### src/rtl/spgd_pkg.sv
// Shared encodings for the SPGD iteration sequencer: FSM state codes
// (also exported on fsm_state for debug) and DAC value-source select codes.
package spgd_pkg;

  typedef enum logic [3:0] {
    ST_IDLE  = 4'd0,
    ST_ARM   = 4'd1,
    ST_WR_P  = 4'd2,
    ST_SET_P = 4'd3,
    ST_INT_P = 4'd4,
    ST_WR_M  = 4'd5,
    ST_SET_M = 4'd6,
    ST_INT_M = 4'd7,
    ST_WR_U  = 4'd8
  } state_t;

  localparam logic [1:0] SEL_U_PLUS  = 2'b00;
  localparam logic [1:0] SEL_U_MINUS = 2'b01;
  localparam logic [1:0] SEL_U       = 2'b10;

endpackage

### src/rtl/spgd_metric_integrator.sv
// Sums INT_CYC consecutive signed samples while enabled; sum and a one-cycle done
// appear the cycle after the last sample. No backpressure: one sample per enabled cycle.
module spgd_metric_integrator #(
  parameter int INT_CYC = 64,
  parameter int ADC_W   = 14,
  parameter int ACC_W   = ADC_W + $clog2(INT_CYC)
) (
  input  logic             adc_clk,
  input  logic             rst,
  input  logic             clear,
  input  logic             en,
  input  logic [ADC_W-1:0] sample,
  output logic [ACC_W-1:0] sum,
  output logic             done,
  output logic             last
);

  localparam int CNT_W = $clog2(INT_CYC);

  logic [ACC_W-1:0] acc;
  logic [ACC_W-1:0] sample_ext;
  logic [ACC_W-1:0] acc_next;
  logic [CNT_W-1:0] cnt;

  assign sample_ext = {{(ACC_W-ADC_W){sample[ADC_W-1]}}, sample};
  assign acc_next   = acc + sample_ext;
  assign last       = en && (cnt == CNT_W'(INT_CYC-1));

  // sum only moves on the final sample so it holds between measurements
  always_ff @(posedge adc_clk) begin
    if (rst) begin
      acc  <= '0;
      cnt  <= '0;
      sum  <= '0;
      done <= 1'b0;
    end else begin
      done <= last;
      if (clear) begin
        acc <= '0;
        cnt <= '0;
      end else if (en) begin
        acc <= acc_next;
        cnt <= cnt + 1'b1;
      end
      if (last) sum <= acc_next;
    end
  end

endmodule

### src/rtl/spgd_iter_sequencer.sv
// SPGD iteration sequencer: on each trigger writes U+delta, measures J+, writes U-delta,
// measures J-, then commits U. DAC writes stall on dac_ready; all other phases are fixed-length.
module spgd_iter_sequencer
  import spgd_pkg::*;
#(
  parameter int N_CH       = 8,
  parameter int SETTLE_CYC = 16,
  parameter int INT_CYC    = 64,
  parameter int ADC_W      = 14
) (
  input  logic             adc_clk,
  input  logic             rst,
  input  logic             start,
  input  logic             trig_in,
  input  logic [ADC_W-1:0] adc_data,
  input  logic             dac_ready,
  output logic             dac_wr,
  output logic [3:0]       dac_ch,
  output logic [1:0]       dac_sel,
  output logic             jp_wr,
  output logic             jm_wr,
  output logic             u_wr,
  output logic [31:0]      j_sum,
  output logic             busy,
  output logic             trig_miss,
  output logic [3:0]       fsm_state
);

  localparam int ACC_W = ADC_W + $clog2(INT_CYC);

  state_t           state;
  state_t           state_next;
  logic             trig_s1, trig_s2, trig_s3;
  logic             trig_edge;
  logic [3:0]       ch;
  logic [9:0]       settle_cnt;
  logic             in_wr;
  logic             in_set;
  logic             xfer;
  logic             ch_last;
  logic             xfer_last;
  logic             settle_last;
  logic             int_clear;
  logic             int_en;
  logic             int_last;
  logic             int_done;
  logic [ACC_W-1:0] int_sum;

  assign trig_edge   = trig_s2 && !trig_s3;
  assign in_wr       = (state == ST_WR_P) || (state == ST_WR_M) || (state == ST_WR_U);
  assign in_set      = (state == ST_SET_P) || (state == ST_SET_M);
  assign xfer        = in_wr && dac_ready;
  assign ch_last     = (ch == 4'(N_CH-1));
  assign xfer_last   = xfer && ch_last;
  assign settle_last = in_set && (settle_cnt == 10'(SETTLE_CYC-1));

  always_ff @(posedge adc_clk) begin
    if (rst) state <= ST_IDLE;
    else     state <= state_next;
  end

  always_comb begin
    state_next = state;
    dac_sel    = SEL_U_PLUS;
    int_clear  = 1'b0;
    int_en     = 1'b0;
    case (state)
      ST_IDLE:  if (start) state_next = ST_ARM;
      ST_ARM: begin
        if (!start)         state_next = ST_IDLE;
        else if (trig_edge) state_next = ST_WR_P;
      end
      ST_WR_P: begin
        dac_sel = SEL_U_PLUS;
        if (xfer_last) state_next = ST_SET_P;
      end
      ST_SET_P: begin
        int_clear = 1'b1;
        if (settle_last) state_next = ST_INT_P;
      end
      ST_INT_P: begin
        int_en = 1'b1;
        if (int_last) state_next = ST_WR_M;
      end
      ST_WR_M: begin
        dac_sel = SEL_U_MINUS;
        if (xfer_last) state_next = ST_SET_M;
      end
      ST_SET_M: begin
        int_clear = 1'b1;
        if (settle_last) state_next = ST_INT_M;
      end
      ST_INT_M: begin
        int_en = 1'b1;
        if (int_last) state_next = ST_WR_U;
      end
      ST_WR_U: begin
        dac_sel = SEL_U;
        if (xfer_last) state_next = start ? ST_ARM : ST_IDLE;
      end
      default: state_next = ST_IDLE;
    endcase
  end

  // channel index wraps to 0 on the last transfer so every WR_* phase starts at ch 0
  always_ff @(posedge adc_clk) begin
    if (rst) begin
      trig_s1    <= 1'b0;
      trig_s2    <= 1'b0;
      trig_s3    <= 1'b0;
      ch         <= '0;
      settle_cnt <= '0;
      trig_miss  <= 1'b0;
    end else begin
      trig_s1 <= trig_in;
      trig_s2 <= trig_s1;
      trig_s3 <= trig_s2;
      if (xfer) ch <= ch_last ? 4'd0 : ch + 4'd1;
      if (in_set && !settle_last) settle_cnt <= settle_cnt + 10'd1;
      else                        settle_cnt <= '0;
      if (trig_edge && busy)                  trig_miss <= 1'b1;
      else if (state == ST_IDLE && !start)    trig_miss <= 1'b0;
    end
  end

  spgd_metric_integrator #(
    .INT_CYC (INT_CYC),
    .ADC_W   (ADC_W),
    .ACC_W   (ACC_W)
  ) u_integrator (
    .adc_clk (adc_clk),
    .rst     (rst),
    .clear   (int_clear),
    .en      (int_en),
    .sample  (adc_data),
    .sum     (int_sum),
    .done    (int_done),
    .last    (int_last)
  );

  // integration is always followed by a WR_* state, which tells J+ from J-
  assign jp_wr     = int_done && (state == ST_WR_M);
  assign jm_wr     = int_done && (state == ST_WR_U);
  assign u_wr      = xfer_last && (state == ST_WR_U);
  assign dac_wr    = in_wr;
  assign dac_ch    = ch;
  assign j_sum     = {{(32-ACC_W){int_sum[ACC_W-1]}}, int_sum};
  assign busy      = (state != ST_IDLE) && (state != ST_ARM);
  assign fsm_state = state;

endmodule
### config.mk
export PLATFORM = sky130hd
export DESIGN_NAME = spgd_iter_sequencer
export DESIGN_NICKNAME = d
export VERILOG_FILES = /design/src/rtl/spgd_pkg.sv /design/src/rtl/spgd_metric_integrator.sv /design/src/rtl/spgd_iter_sequencer.sv
export SDC_FILE = /design/constraint.sdc
export NUM_CORES = 1
export LEC_CHECK = 0
export CORE_ASPECT_RATIO = 0.9
export CORE_MARGIN = 3
export CORE_UTILIZATION = 40
export DETAILED_ROUTE_END_ITERATION = 10
export GPL_TIMING_DRIVEN = 0
export SYNTH_ARGS = -nofsm -noshare
export SYNTH_HDL_FRONTEND = slang
export SYNTH_SLANG_ARGS = --single-unit
export TNS_END_PERCENT = 50
### constraint.sdc
create_clock -name adc_clk -period 6.6 [get_ports adc_clk]
set_input_delay 0.66 -clock adc_clk [delete_from_list [all_inputs] [get_ports adc_clk]]
set_output_delay 0.66 -clock adc_clk [all_outputs]
set_load 0.01 [all_outputs]
* Word level (Yosys, flattened, before mapping) *
Index checks and enable logic that the tools add are counted.

operators by class
  bitwise gates (word level) = 1
  $lt $le $gt $ge = 0
  reductions and logical operators = 26
  shifts and indexed selects = 0
  divide/modulo/power cells = 0
  equality and inequality tests = 21
  multipliers = 0
  $add $sub $neg = 4
  muxes and demuxes = 18

operators by type and width
  kind                                                                     number
  4-bit two-way mux                                                        11
  4-bit one-hot mux with 9 select lines                                    1
  20-bit adder                                                             1
  4-bit by 3-bit == test with 1-bit output, second input constant          5
  2-bit inequality test, second input constant                             8
  1-bit logical AND                                                        12
  10-bit by 1-bit adder with 10-bit output, second input constant          1
  10-bit by 4-bit == test with 1-bit output, second input constant         1
  9-bit AND reduction                                                      1
  4-bit by 2-bit == test with 1-bit output, second input constant          2
  2-bit OR reduction                                                       4
  6-bit by 1-bit adder with 6-bit output, second input constant            1
  6-bit == test, second input constant                                     1
  1-bit two-way mux                                                        5
  4-bit by 1-bit adder with 4-bit output, second input constant            1
  4-bit by 1-bit == test with 1-bit output, second input constant          1
  4-bit == test, second input constant                                     1
  4-bit zero test                                                          1
  4-bit by 1-bit inequality test with 1-bit output, second input constant  1
  2-bit one-hot mux with 2 select lines                                    1
  4-bit nonzero test                                                       1
  1-bit zero test                                                          3
  1-bit logical OR                                                         3
  3-bit inequality test, second input constant                             1
  2 further kinds                                                          2

word-level totals
  bits in read-only memories = 0
  output and inout bits = 48
  memory bits (writable) = 0
  register bits after elaboration = 69
  memories = 0
  bits in latches = 0
  logic and storage cells = 81

* Depth between registers and ports, before layout *
  word-level depth = 7
  gate-level depth with buffers = 9
  mapped depth without buffers = 9

* Hierarchy *
From an unflattened synthesis, not the netlist that was laid out.

second synthesis, totals
  cells, all modules = 460
  area, all modules = 3978.8 µm²

by module, submodules not included
  module                  times used  area an instance (µm²)  cells an instance  seq. area each (µm²)
  spgd_metric_integrator  1           2765.2                  321                940.9
  spgd_iter_sequencer     1           1213.7                  139                440.4

* Worst setup path before layout *
OpenSTA, ideal clock, no wires.

  kind = input to register
  start = input adc_data[0]
  end = register u_integrator.sum[18]
  path slack = 3.834 ns
  stages = 9
  library setup time = 0.120 ns
  arrival time = 2.646 ns
  cell sequence = ha_1 -> fa_1 -> a21oi_1 -> o21ai_0 -> a311oi_2 -> o21ai_1 -> a221oi_1 -> or4_1 -> nand3_1

between the ends
  cells in the longest elaborated chain, start to end = 1

RTL lines
  element               RTL line                      text
  start, declared       spgd_iter_sequencer.sv:15     input logic [ADC_W-1:0] adc_data,
  20-bit adder          spgd_metric_integrator.sv:26  assign acc_next = acc + sample_ext;
  end signal, assigned  spgd_metric_integrator.sv:45  if (last) sum <= acc_next;
  end, declared         spgd_metric_integrator.sv:13  output logic [ACC_W-1:0] sum,

Every way passes these cells.
A chain may end at the register's enable or synchronous reset.

* Worst setup path after layout *
  start = input adc_data[0]
  end = register u_integrator.acc[18]

between the ends
  cells in the longest elaborated chain, start to end = 1

RTL lines
  element               RTL line                      text
  20-bit adder          spgd_metric_integrator.sv:26
  end signal, assigned  spgd_metric_integrator.sv:42  acc <= acc_next;
  end, declared         spgd_metric_integrator.sv:20  logic [ACC_W-1:0] acc;

Every way passes these cells.

==> impl_metrics.tcl <==
set metrics [dict create \
    grt_max_degree 15 \
    hold_viol_final 0 \
    timing.final.max_slew_violations 0 \
    via_per_inst 5.03 \
    synth_top_area_share_pct 37.4 \
    track_usage_pct 17.6 \
    worst-slew-pin-transition_ns 0.788 \
    die_area_mm2 0.0104 \
    grt_pass1_wl_um 15000 \
    die_w_um 107 \
    clock_latency_ns 0.34 \
    synthCells 448 \
    synth-edff-count 0 \
    overflow 0 \
    wire_per_inst_um 13.6 \
    drtIter0Drc 128 \
    hold_slack_ns 0.443 \
    antenna_found_initial 0 \
    peakVddDrop_mv 0.113 \
    routed_wl_um 8840 \
    start_util_pct 42.1 \
    portBuffers 66 \
    placementRows 32 \
    fillers 850 \
    cts_buffers 9 \
    critPathMaxFanout 4 \
    hold_buffers 0 \
    seq_area_mm2 0.00138 \
    final.period_utilization_pct 49.7 \
    syn_nets 490 \
    mostFrequentLayoutCells "69 x dfxtp_1, 66 x clkdlybuf4s50_1, 61 x nand2_1, 42 x a21oi_1, 36 x nor2_1" \
    postLayoutCellArea_mm2 0.00473 \
    crit_path_start_kind "primary input" \
    htree_levels 3 \
    coreArea_mm2 0.00877 \
    cts_num_sinks 69 \
    ys_warn_count 0 \
    yosys-top-cells-area "dfxtp_1 37%, ha_1 7.5%, nand2_1 6.2%" \
    yosysTopAreaCell "dfxtp_1" \
    cts_buffer_depth 2 \
    timing.max_cap.violations 0 \
    multi_input_area_mm2 0.00212 \
    drive_gt1_share_pct 7.17 \
    pin_count 67 \
    cp.arrival_ns 3.51 \
    root_buffer "clkbuf_8" \
    outcome "complete, no violations" \
    syn-cell-area_mm2 0.00369 \
    async_flop_share_pct 0 \
    drcViolationCount 0 \
    layout_commonest_cell "dfxtp_1" \
    required_ns 6.82 \
    postCtsSetupBuffers 0 \
    cts_tree "done" \
    ant_nets 0 \
    fmax_ghz 0.305 \
    diodes 0 \
    clk_pin_slew_ns 0.08 \
    dr.pass1.iters 4 \
    finClkSkew_ns 0.00704 \
    fin_util_pct 54.0 \
    num_vias 3262 \
    maxSlewHeadroom_pct 47.1 \
    grt_pass1_vias 3140 \
    place.gp.congestion 0.792 \
    syn_avg_cell_area_um2 8.23 \
    final-setup-viol-count 0 \
    tns_ns 0 \
    p_leak_nw 1.82 \
    cp-end-kind "flip-flop" \
    die_h_um 97.1 \
    hpwl_um 6590 \
    rsz0062_at_grt "false" \
    ys_seq_area_share_pct 37.4 \
    cts_resized 0 \
    nNetsFinal 567 \
    syn2layout_area_growth_pct 28.3 \
    hp-class "reg2reg" \
    dpl_cell_area_mm2 0.00450 \
    ys.flop_type "dfxtp_1" \
    finalCriticalPeriod_ns 3.28 \
    synth.distinct_cells 52 \
    power_density_mw_per_mm2 206 \
    ys_ff_latch 69 \
    path_class "in2reg" \
]
==> Yosys cell counts, types with 7 or more instances <==
| master | instances |
|---|---|
| a21o_1 | 9 |
| a21oi_1 | 42 |
| buf_4 | 12 |
| clkbuf_1 | 16 |
| dfxtp_1 | 69 |
| ha_1 | 22 |
| inv_1 | 7 |
| nand2_1 | 61 |
| nand3_1 | 24 |
| nand3b_1 | 14 |
| nor2_1 | 36 |
| o21ai_0 | 25 |
| xnor2_1 | 14 |
| xor2_1 | 19 |
==> critical path: stages <==
cell and delay (ns):
clkdlybuf4s50_1 0.41, ha_1 0.23, fa_1 0.40, a21oi_1 0.20
o21ai_0 0.22, a311oi_2 0.42, o21ai_1 0.20, a221oi_1 0.51
or4_1 0.18, nand3_1 0.07
==> logic make-up (layout without fill, tap and decap cells) <==
group	after synthesis	count (layout)	synth area share (%)
buffers and inverters	38	120	5.16
multiplexers	2	2	0.543
flip-flops	69	69	37.4
adder cells (fa/ha/maj)	23	23	8.01
XOR/XNOR	33	33	7.84
AO/OA/AOI/OAI	98	98	15.9
AND/OR/NAND/NOR	185	185	25.1
==> layout make-up <==
| type | instances | area share [%] |
|---|---|---|
| multi-input cells | 341 | 44.7 |
| plain buffers | 31 | 3.46 |
| flip-flops and latches | 69 | 29.2 |
| well taps | 119 | 3.15 |
| inverters | 7 | 0.555 |
| clock inverters | 5 | 1.75 |
| clock buffers | 11 | 3.20 |
| repair buffers | 66 | 14.0 |
==> metrics by stage <==
| stage | power [mW] | setup WS [ns] | std cells |
|---|---|---|---|
| finish | 0.977 | 3.32 | 649 |
| global route | 1.03 | 3.08 | 649 |
| CTS | 0.993 | 3.31 | 649 |
| detailed placement | 0.588 | 2.96 | 633 |
| global placement | 0.587 | 2.93 | 633 |
| floorplan | 0.537 | 3.83 | 448 |
==> final timing paths <==
| check | start | end | slack (ns) | cells past startpoint |
|---|---|---|---|---|
| hold reg to reg | trig_s1 | trig_s2 | 0.44 | 1 |
| setup reg to reg | u_integrator.acc[0] | u_integrator.acc[18] | 3.76 | 9 |
| setup / recovery | adc_data[0] | u_integrator.acc[18] | 3.32 | 10 |
| hold / removal | trig_s1 | trig_s2 | 0.44 | 1 |
==> state kept, by name (all words and copies together), names as in the netlist <==
signal             count
u_integrator.acc      20
u_integrator.sum      20
settle_cnt            10
u_integrator.cnt       6
dac_ch                 4
fsm_state              4
trig_miss              1
trig_s1                1
trig_s2                1
trig_s3                1
u_integrator.done      1
==> per-layer routing <==
layer	wire, um	part of all wire, %	track usage, %	vias to the layer above
li1	-	-	-	1715
met1	4370	49	23.6	1478
met2	3930	45	28.4	63
met3	453	5.1	5.05	6
met4	74	0.84	3.34	0
met5	0	0	0	-
==> power breakdown <==
group	internal, mW	switching [mW]	leakage [nW]
Sequential	0.424	0.00503	0.557
Combinational	0.0653	0.0844	1.14
Clock	0.234	0.164	0.120
Power figures use the tool's default switching activity.
